## config.mk

```make
export PLATFORM = sky130hd
export DESIGN_NAME = shift_sequencer
export DESIGN_NICKNAME = d
export VERILOG_FILES = /design/src/rtl/alu_pkg.sv /design/src/rtl/shift_counter.sv /design/src/rtl/shift_sequencer.sv
export SDC_FILE = /design/constraint.sdc
export NUM_CORES = 1
export LEC_CHECK = 0
export ABC_AREA = 1
export CELL_PAD_IN_SITES_DETAIL_PLACEMENT = 0
export CELL_PAD_IN_SITES_GLOBAL_PLACEMENT = 1
export CORE_MARGIN = 1.5
export CORE_UTILIZATION = 35
export DETAILED_ROUTE_END_ITERATION = 8
export PLACE_DENSITY_LB_ADDON = 0.05
export SLEW_MARGIN = 20
export SYNTH_ARGS = -nofsm -noshare
export SYNTH_HDL_FRONTEND = slang
export SYNTH_SLANG_ARGS = --single-unit
```

## constraint.sdc

```tcl
create_clock -name clk -period 2.7 [get_ports clk]
set_input_delay 0.54 -clock clk [delete_from_list [all_inputs] [get_ports clk]]
set_output_delay 0.54 -clock clk [all_outputs]
set_load 0.05 [all_outputs]
```

## src/rtl/alu_pkg.sv

```systemverilog
// Shared definitions for the shift sequencer: FSM state encoding,
// serial-in fill-mode codes, register geometry and amount saturation.
package alu_pkg;

  localparam int REG_WIDTH = 8;
  localparam int MAX_SHIFT = 8;

  typedef enum logic [1:0] {
    ST_IDLE  = 2'd0,
    ST_LOAD  = 2'd1,
    ST_SHIFT = 2'd2,
    ST_DONE  = 2'd3
  } seq_state_e;

  localparam logic [1:0] FILL_ZERO = 2'b00;
  localparam logic [1:0] FILL_ONE  = 2'b01;
  localparam logic [1:0] FILL_ROT  = 2'b10;

  // Clamp a requested shift count to the register width.
  function automatic logic [3:0] sat_amount(input logic [3:0] amt);
    return (amt > 4'(MAX_SHIFT)) ? 4'(MAX_SHIFT) : amt;
  endfunction

endpackage

```

## src/rtl/shift_counter.sv

```systemverilog
// Loadable 4-bit down-counter. tc flags the last pass (count == 1);
// the counter never wraps below zero.
module shift_counter (
  input  logic       clk,
  input  logic       resetn,
  input  logic       load,
  input  logic [3:0] load_value,
  input  logic       dec,
  output logic [3:0] count,
  output logic       tc
);

  // Load takes priority over decrement; hold at zero.
  always_ff @(posedge clk or negedge resetn) begin
    if (!resetn) begin
      count <= 4'd0;
    end else if (load) begin
      count <= load_value;
    end else if (dec && (count != 4'd0)) begin
      count <= count - 4'd1;
    end
  end

  assign tc = (count == 4'd1);

endmodule

```

## src/rtl/shift_sequencer.sv

```systemverilog
// Sequencer driving an external 8-bit load/shift register.
// Optional feature macro: SHIFT_SEQ_ROTATE_EN (fill 10 feeds q_msb back as D0;
// without it fill 10 is zero fill and q_msb is ignored).
//
// Handshake: start is sampled only while busy is low (IDLE); a request is
// accepted on the rising edge where start=1 in IDLE, busy rises the next
// cycle and stays high through DONE. Requests while busy are dropped.
module shift_sequencer
  import alu_pkg::*;
#(
  parameter int WIDTH = 8,
  parameter int AMT_W = 4
) (
  input  logic             clk,
  input  logic             resetn,
  input  logic             start,
  input  logic [WIDTH-1:0] data_in,
  input  logic [AMT_W-1:0] amount,
  input  logic [1:0]       fill_mode,
  input  logic             q_msb,
  output logic             busy,
  output logic             done,
  output logic             load,
  output logic [WIDTH-1:0] load_data,
  output logic             shift,
  output logic             D0,
  output seq_state_e       state
);

  logic [1:0] fill_q;
  logic [3:0] count;
  logic       count_tc;
  logic       accept;
  logic       fill_bit;

  assign accept = (state == ST_IDLE) && start;

  shift_counter u_counter (
    .clk        (clk),
    .resetn     (resetn),
    .load       (accept),
    .load_value (sat_amount(amount)),
    .dec        (state == ST_SHIFT),
    .count      (count),
    .tc         (count_tc)
  );

  // Moore FSM with registered control outputs.
  always_ff @(posedge clk or negedge resetn) begin
    if (!resetn) begin
      state     <= ST_IDLE;
      busy      <= 1'b0;
      done      <= 1'b0;
      load      <= 1'b0;
      shift     <= 1'b0;
      load_data <= '0;
      fill_q    <= FILL_ZERO;
    end else begin
      unique case (state)
        ST_IDLE: begin
          if (start) begin
            load_data <= data_in;
            fill_q    <= fill_mode;
            load      <= 1'b1;
            busy      <= 1'b1;
            state     <= ST_LOAD;
          end
        end
        ST_LOAD: begin
          load <= 1'b0;
          if (count != 4'd0) begin
            shift <= 1'b1;
            state <= ST_SHIFT;
          end else begin
            done  <= 1'b1;
            state <= ST_DONE;
          end
        end
        ST_SHIFT: begin
          if (count_tc) begin
            shift <= 1'b0;
            done  <= 1'b1;
            state <= ST_DONE;
          end
        end
        ST_DONE: begin
          done  <= 1'b0;
          busy  <= 1'b0;
          state <= ST_IDLE;
        end
      endcase
    end
  end

`ifndef SHIFT_SEQ_ROTATE_EN
  // Rotate path absent: feedback pin intentionally left dangling.
  logic unused_q_msb;
  assign unused_q_msb = q_msb;
`endif

  // Serial-in source selection; reserved code falls back to zero fill.
  always_comb begin
    fill_bit = 1'b0;
    case (fill_q)
      FILL_ONE: fill_bit = 1'b1;
`ifdef SHIFT_SEQ_ROTATE_EN
      FILL_ROT: fill_bit = q_msb;
`endif
      default:  fill_bit = 1'b0;
    endcase
  end

  assign D0 = shift & fill_bit;

endmodule

```

==> results of run 1 <==
[per-layer routing]
metal  share of wire  wire length (um)
met2            0.47              1050
met1            0.47              1040
met5               0                 0
met4           0.016                36
met3           0.044                98
[sequential cells by signal, summed over array words and instances, names as in the netlist]
register and flops:
load 1, load_data 8, busy 1, u_counter.count 4, state 2, fill_q 2, done 1, shift 1
[stage by stage]
stage               std cells  power, mW  worst slack (ns)  cell area, um2
global placement          190       1.74             0.850            1400
CTS                       194       2.02             0.489            1460
global route              194       2.15             0.430            1460
detailed placement        190       1.76             0.839            1400
finish                    194       2.00             0.506            1460
floorplan                 129       1.41             0.770            1060
[cells by family (layout without fill, tap and decap cells)]
kind of cell,count (synthesis),after routing,share of synthesized area
simple gates,74,74,0.306
flops,20,20,0.473
buf+inv,15,49,0.0627
compound gates,12,12,0.0638
fa+ha+maj,8,8,0.0946
[worst max-delay path, stage by stage (launching register included)]
cell             delay (ns)
dfrtp_1                0.41
nand2_1                0.07
nor2_1                 0.07
clkdlybuf4s50_1        0.80
[where the power goes]
group / switching (mW) / leakage, nW / total [mW] / internal, mW
clock network: 0.101 / 0.0279 / 0.251 / 0.150
logic: 0.791 / 0.456 / 1.21 / 0.416
registers: 0.0967 / 0.241 / 0.539 / 0.442
[cell usage in the layout (no fill, tap or decap)]
master and count:
a21oi_1 1, a21oi_2 1, and2_1 1, buf_4 1, bufinv_16 1, clkbuf_4 3
clkdlybuf4s50_1 31, clkinv_4 1, dfrtp_1 20, ha_1 8, inv_1 10, inv_2 2
nand2_1 51, nand2_2 2, nand2_4 1, nand3_1 11, nand3_2 1, nand3b_1 1
nand4_1 2, nor2_1 3, nor2_2 1, o21ai_0 3, o21ai_1 5, o21bai_1 1
o22ai_1 1
[layout make-up]
type / instances / area (um2) / share of cell area
Tap cell: 31 / 38.8 / 0.0267
Clock inverter: 1 / 30.0 / 0.0206
Inverter: 13 / 53.8 / 0.0370
Multi-Input combinational cell: 94 / 492 / 0.338
Timing Repair Buffer: 32 / 318 / 0.218
Clock buffer: 3 / 22.5 / 0.0155
Sequential cell: 20 / 500 / 0.344
[worst paths after layout]
path / slack, ns / startpoint / end
hold / removal: 0.49 / done / done
min in group asynchronous: 0.56 / resetn / fill_q[1]
setup / recovery: 0.51 / shift / D0
max in group asynchronous: 1.93 / resetn / shift
setup reg to reg: 1.08 / state[0] / u_counter.count[2]
hold reg to reg: 0.49 / done / done
==> results_dict.tcl, run 1 <==
set metrics [dict create \
    dp_hpwl_mm 1.62 \
    yosys_warnings 0 \
    htreeDepth 1 \
    die_y_um 58.0 \
    layout-drive-gt1-share 0.0859 \
    yosys-top-cells-count "51 x nand2_1, 20 x dfrtp_1, 11 x nand3_1, 10 x inv_1, 8 x ha_1" \
    rows 19 \
    cts_resized 0 \
    numClockSinks 20 \
    ys_seq_area_frac 0.473 \
    grt_max_degree 21 \
    final_util 0.519 \
    gp_congestion 0.740 \
    clk_pin_slew_worst_paths_ns 0.12 \
    grt.overflow.total 0 \
    fin_tns_setup_ns 0 \
    worstMarginPinSlew_ns 0.502 \
    syn_nets 155 \
    cts-root-buf "clkbuf_4" \
    grt.met3_usage 0.0268 \
    synth_area_um2 1060 \
    synth_area_leaders "dfrtp_1 47%, nand2_1 18%, ha_1 9.5%" \
    nNetsFinal 190 \
    drt-initial-drc-count 37 \
    drt_pass1_iterations 8 \
    synth_area_per_cell_um2 8.21 \
    fin_crit_ns 2.19 \
    drv_slew 0 \
    wl_per_cell_um 11.5 \
    area_growth_pct 37.5 \
    vias_per_cell 4.76 \
    rsz0062_at_grt "no" \
    cts_buffers 3 \
    route.detailed.drc 2 \
    synth.largest_area_cell "dfrtp_1" \
    pwr_density_cell_nw_per_um2 1370 \
    fp.dieW_um 58.0 \
    clk_path_buf_depth 2 \
    cts_tree "done" \
    diodes 0 \
    synthDominantCellAreaShare 0.473 \
    status "finished with violations" \
    grt_use_met1 0.184 \
    crit_path_start_kind "flop" \
    port_buffers 31 \
    synthFlopType "dfrtp_1" \
    ir_drop_v 0.000675 \
    vias 924 \
    whs_ns 0.491 \
    finalCritPeriodShare 0.813 \
    max_freq_mhz 456 \
    skew_ns 0.00411 \
    synth_edf_count 0 \
    dieArea_um2 3360 \
    critPathRequiredTime_ns 2.16 \
    ioPinCount 33 \
    grt_busiest_layer "met2" \
    synth.most_common_cell "nand2_1" \
    max_slew_margin 0.664 \
    critical_path_class "flop to primary output" \
    ant_nets 0 \
    drv_cap 0 \
    post_cts_buffers 0 \
    hold_class "flop to flop" \
    synth_cell_types 23 \
    floorplan.initialDensity 0.377 \
    finalHoldViolCount 0 \
    crit_path_end_kind "primary output" \
    synthArstFlopShare 1.00 \
    antenna_found_initial 0 \
    violations "DRC" \
    holdBufCountCts 0 \
    ys_ff_latch 20 \
    whs_path_depth 2 \
    grt_pass1_vias 856 \
    fillCellCount 289 \
    synthCells 129 \
    reg2reg_depth 8 \
    critPathArrivalTime_ns 1.65 \
    wl_mm 2.22 \
    grt.total_usage 0.145 \
    path_max_fanout 4 \
    leakagePower_nw 0.724 \
    setup_violations 0 \
    met2_usage 0.242 \
    core_area_um2 2810 \
    grt_pass1_wl_mm 3.78 \
    clkLatencyLatePin_ns 0.31 \
]
Note: power is estimated with default switching activity, not from simulation.
==> run 2: changes to the inputs <==
--- a/config.mk
+++ b/config.mk
@@ -9,7 +9,7 @@
 export CELL_PAD_IN_SITES_DETAIL_PLACEMENT = 0
 export CELL_PAD_IN_SITES_GLOBAL_PLACEMENT = 1
 export CORE_MARGIN = 1.5
-export CORE_UTILIZATION = 35
+export CORE_UTILIZATION = 33
 export DETAILED_ROUTE_END_ITERATION = 8
 export PLACE_DENSITY_LB_ADDON = 0.05
 export SLEW_MARGIN = 20
==> constraint.sdc (replaced) <==
create_clock -name clk -period 2.2 [get_ports clk]
set_input_delay 0.44 -clock clk [delete_from_list [all_inputs] [get_ports clk]]
set_output_delay 0.44 -clock clk [all_outputs]
set_load 0.05 [all_outputs]
==> run 2 against run 1 <==
Against the previous run: setup slack got worse by 0.36 ns; highest routed layer unchanged; the run now ends clean; register-to-register slack got worse by 0.51 ns; clock skew barely moved; flip-flop and latch count unchanged; routed wire length decreased by 0.13%; via count shrank 0.65%; combinational power grew 22%; critical endpoint is now state[0]; largest power group unchanged.
==> results_dict.tcl, run 2 (synthesis gave the netlist of run 1 again) <==
set metrics [dict create \
    status "finished clean" \
    critical_path_class "flop to primary output" \
    cts_buffers 3 \
    met2_wirelength_um 942 \
    wl_per_cell_um 10.8 \
    clk_path_buf_depth 2 \
    diodes 0 \
    rows 20 \
    crit_family "buffers and inverters" \
    htreeDepth 1 \
    dieArea_um2 3560 \
    dp_hpwl_mm 1.57 \
    grt_pass1_wl_mm 3.73 \
    crit_cells 1 \
    crit_chain "clkdlybuf4s50_1" \
    seq_power_share 0.284 \
    reg2reg_depth 8 \
    cp-startpoint "state[0]" \
    fp.dieW_um 59.6 \
    area_growth_pct 36.4 \
    max_slew_margin 0.666 \
    ioPinCount 33 \
    grt_pass1_vias 816 \
    cts-root-buf "clkbuf_4" \
    nNetsFinal 190 \
    clk_pin_slew_worst_paths_ns 0.11 \
    drt-met1-wl_mm 1.12 \
    grt.overflow.total 0 \
    layout.cells.non_filler 206 \
    critPathRequiredTime_ns 1.76 \
    vias 918 \
    ir_drop_v 0.000615 \
    drv_slew 0 \
    slowest_stage "clkdlybuf4s50_1" \
    fin_crit_ns 2.05 \
    grt_max_degree 21 \
    core_area_um2 3050 \
    largestRegisters "load_data: 8 flops, u_counter.count: 4 flops" \
    antenna_found_initial 0 \
    crit_buf_inv 1 \
    p_int_mw 1.12 \
    port_buffers 31 \
    hold_class "input pin to asynchronous set/reset pin" \
    worstMarginPinSlew_ns 0.499 \
    leakagePower_nw 0.725 \
    drt_pass1_iterations 5 \
    layout-drive-gt1-share 0.0802 \
    wl_met3_um 109 \
    pwr_density_cell_nw_per_um2 1600 \
    reg2reg_slack_ns 0.57 \
    path_max_fanout 7 \
    fin_ws_ns 0.148 \
    crit_path_start_kind "flop" \
    fin_tns_setup_ns 0 \
    combPwrFrac 0.641 \
    top_register "load_data" \
    ant_nets 0 \
    cts_tree "done" \
    r2r_end "u_counter.count[2]" \
    setup_violations 0 \
    dp_cells 203 \
    wl_mm 2.22 \
    top_layer_used "met4" \
    drv_cap 0 \
    vias_per_cell 4.46 \
    reg2reg_from "state[0]" \
    power_mw 2.31 \
    max_stage_delay_ns 0.84 \
    rsz0062_at_grt "no" \
    finalCritPeriodShare 0.933 \
    final_util 0.473 \
    p_sw_mw 1.20 \
    crit_path_end "state[0]" \
    final_common_cell "nand2_1" \
    route.detailed.drc 0 \
    final_cell_mix "51 x nand2_1, 30 x clkdlybuf4s50_1, 20 x dfrtp_1" \
    gp_congestion 0.747 \
    skew_ns 0.00398 \
    pre_cts_ws_ns 0.408 \
    floorplan.initialDensity 0.347 \
    finalHoldViolCount 0 \
    drt-initial-drc-count 37 \
    critPathArrivalTime_ns 1.61 \
    max_freq_mhz 487 \
    largest_reg_flops 8 \
    grt.total_usage 0.144 \
    clkLatencyLatePin_ns 0.30 \
    numClockSinks 20 \
    die_y_um 59.6 \
    swShare 0.518 \
    crit_path_end_kind "primary output" \
    p_clk_frac 0.075 \
]
[run 2: cell count changes in the layout (fill, tap and decap cells not counted), sizes merged]
cell and change:
dlymetal6s2s +1, clkdlybuf4s50 -1, bufinv -1
[run 2: power by group through the flow]
| stage | combinational, mW | sequential [mW] | clock, mW |
|---|---|---|---|
| after floorplan | 0.668 | 1.06 | 0 |
| after global placement | 1.47 | 0.660 | 0 |
| after detailed placement | 1.49 | 0.665 | 0 |
| after CTS | 1.49 | 0.658 | 0.185 |
| after global routing | 1.63 | 0.685 | 0.203 |
| final | 1.48 | 0.657 | 0.173 |
[run 2: per-stage QoR]
| stage | instance area [um2] | hold WS (ns) |
|---|---|---|
| 4_1_cts | 1440 | 0.473 |
| 2_1_floorplan | 1060 | 0.144 |
| 6_report | 1440 | 0.469 |
| 5_1_grt | 1440 | 0.476 |
| 3_5_place_dp | 1420 | 0.463 |
| 3_3_place_gp | 1420 | 0.457 |
[run 2: area by class of cell]
cell class	instances	area, um2
Fill cell	332	1610
Multi-Input combinational cell	94	492
Inverter	13	53.8
Sequential cell	20	500
Timing Repair Buffer	32	320
Tap cell	44	55.1
Clock buffer	3	22.5
[run 2: worst min path at each step]
stage / from / endpoint / slack [ns] / cells past startpoint
after floorplan: resetn / busy / 0.14 / 0
after global placement: done / done / 0.46 / 2
after detailed placement: done / done / 0.46 / 2
after CTS: resetn / fill_q[1] / 0.47 / 2
after global routing: resetn / fill_q[1] / 0.48 / 2
final: resetn / fill_q[1] / 0.47 / 2
[run 2: timing repair]
action	CTS	global route
hold buffers	0	0
gates resized for setup	0	1
endpoints found under the setup margin	0	1
buffers inserted	0	0
[run 2: layer usage]
layer,GRT usage,vias to the layer above
met5,0,-
met1,0.185,409
met4,0.0762,0
met2,0.226,24
li1,-,480
met3,0.0284,5
==> run 3: changes to the inputs <==
--- a/config.mk
+++ b/config.mk
@@ -6,6 +6,7 @@
 export NUM_CORES = 1
 export LEC_CHECK = 0
 export ABC_AREA = 1
+export CAP_MARGIN = 20
 export CELL_PAD_IN_SITES_DETAIL_PLACEMENT = 0
 export CELL_PAD_IN_SITES_GLOBAL_PLACEMENT = 1
 export CORE_MARGIN = 1.5
==> results of run 3 <==
The final DEF is identical to that of run 2; final timing and power are the same.
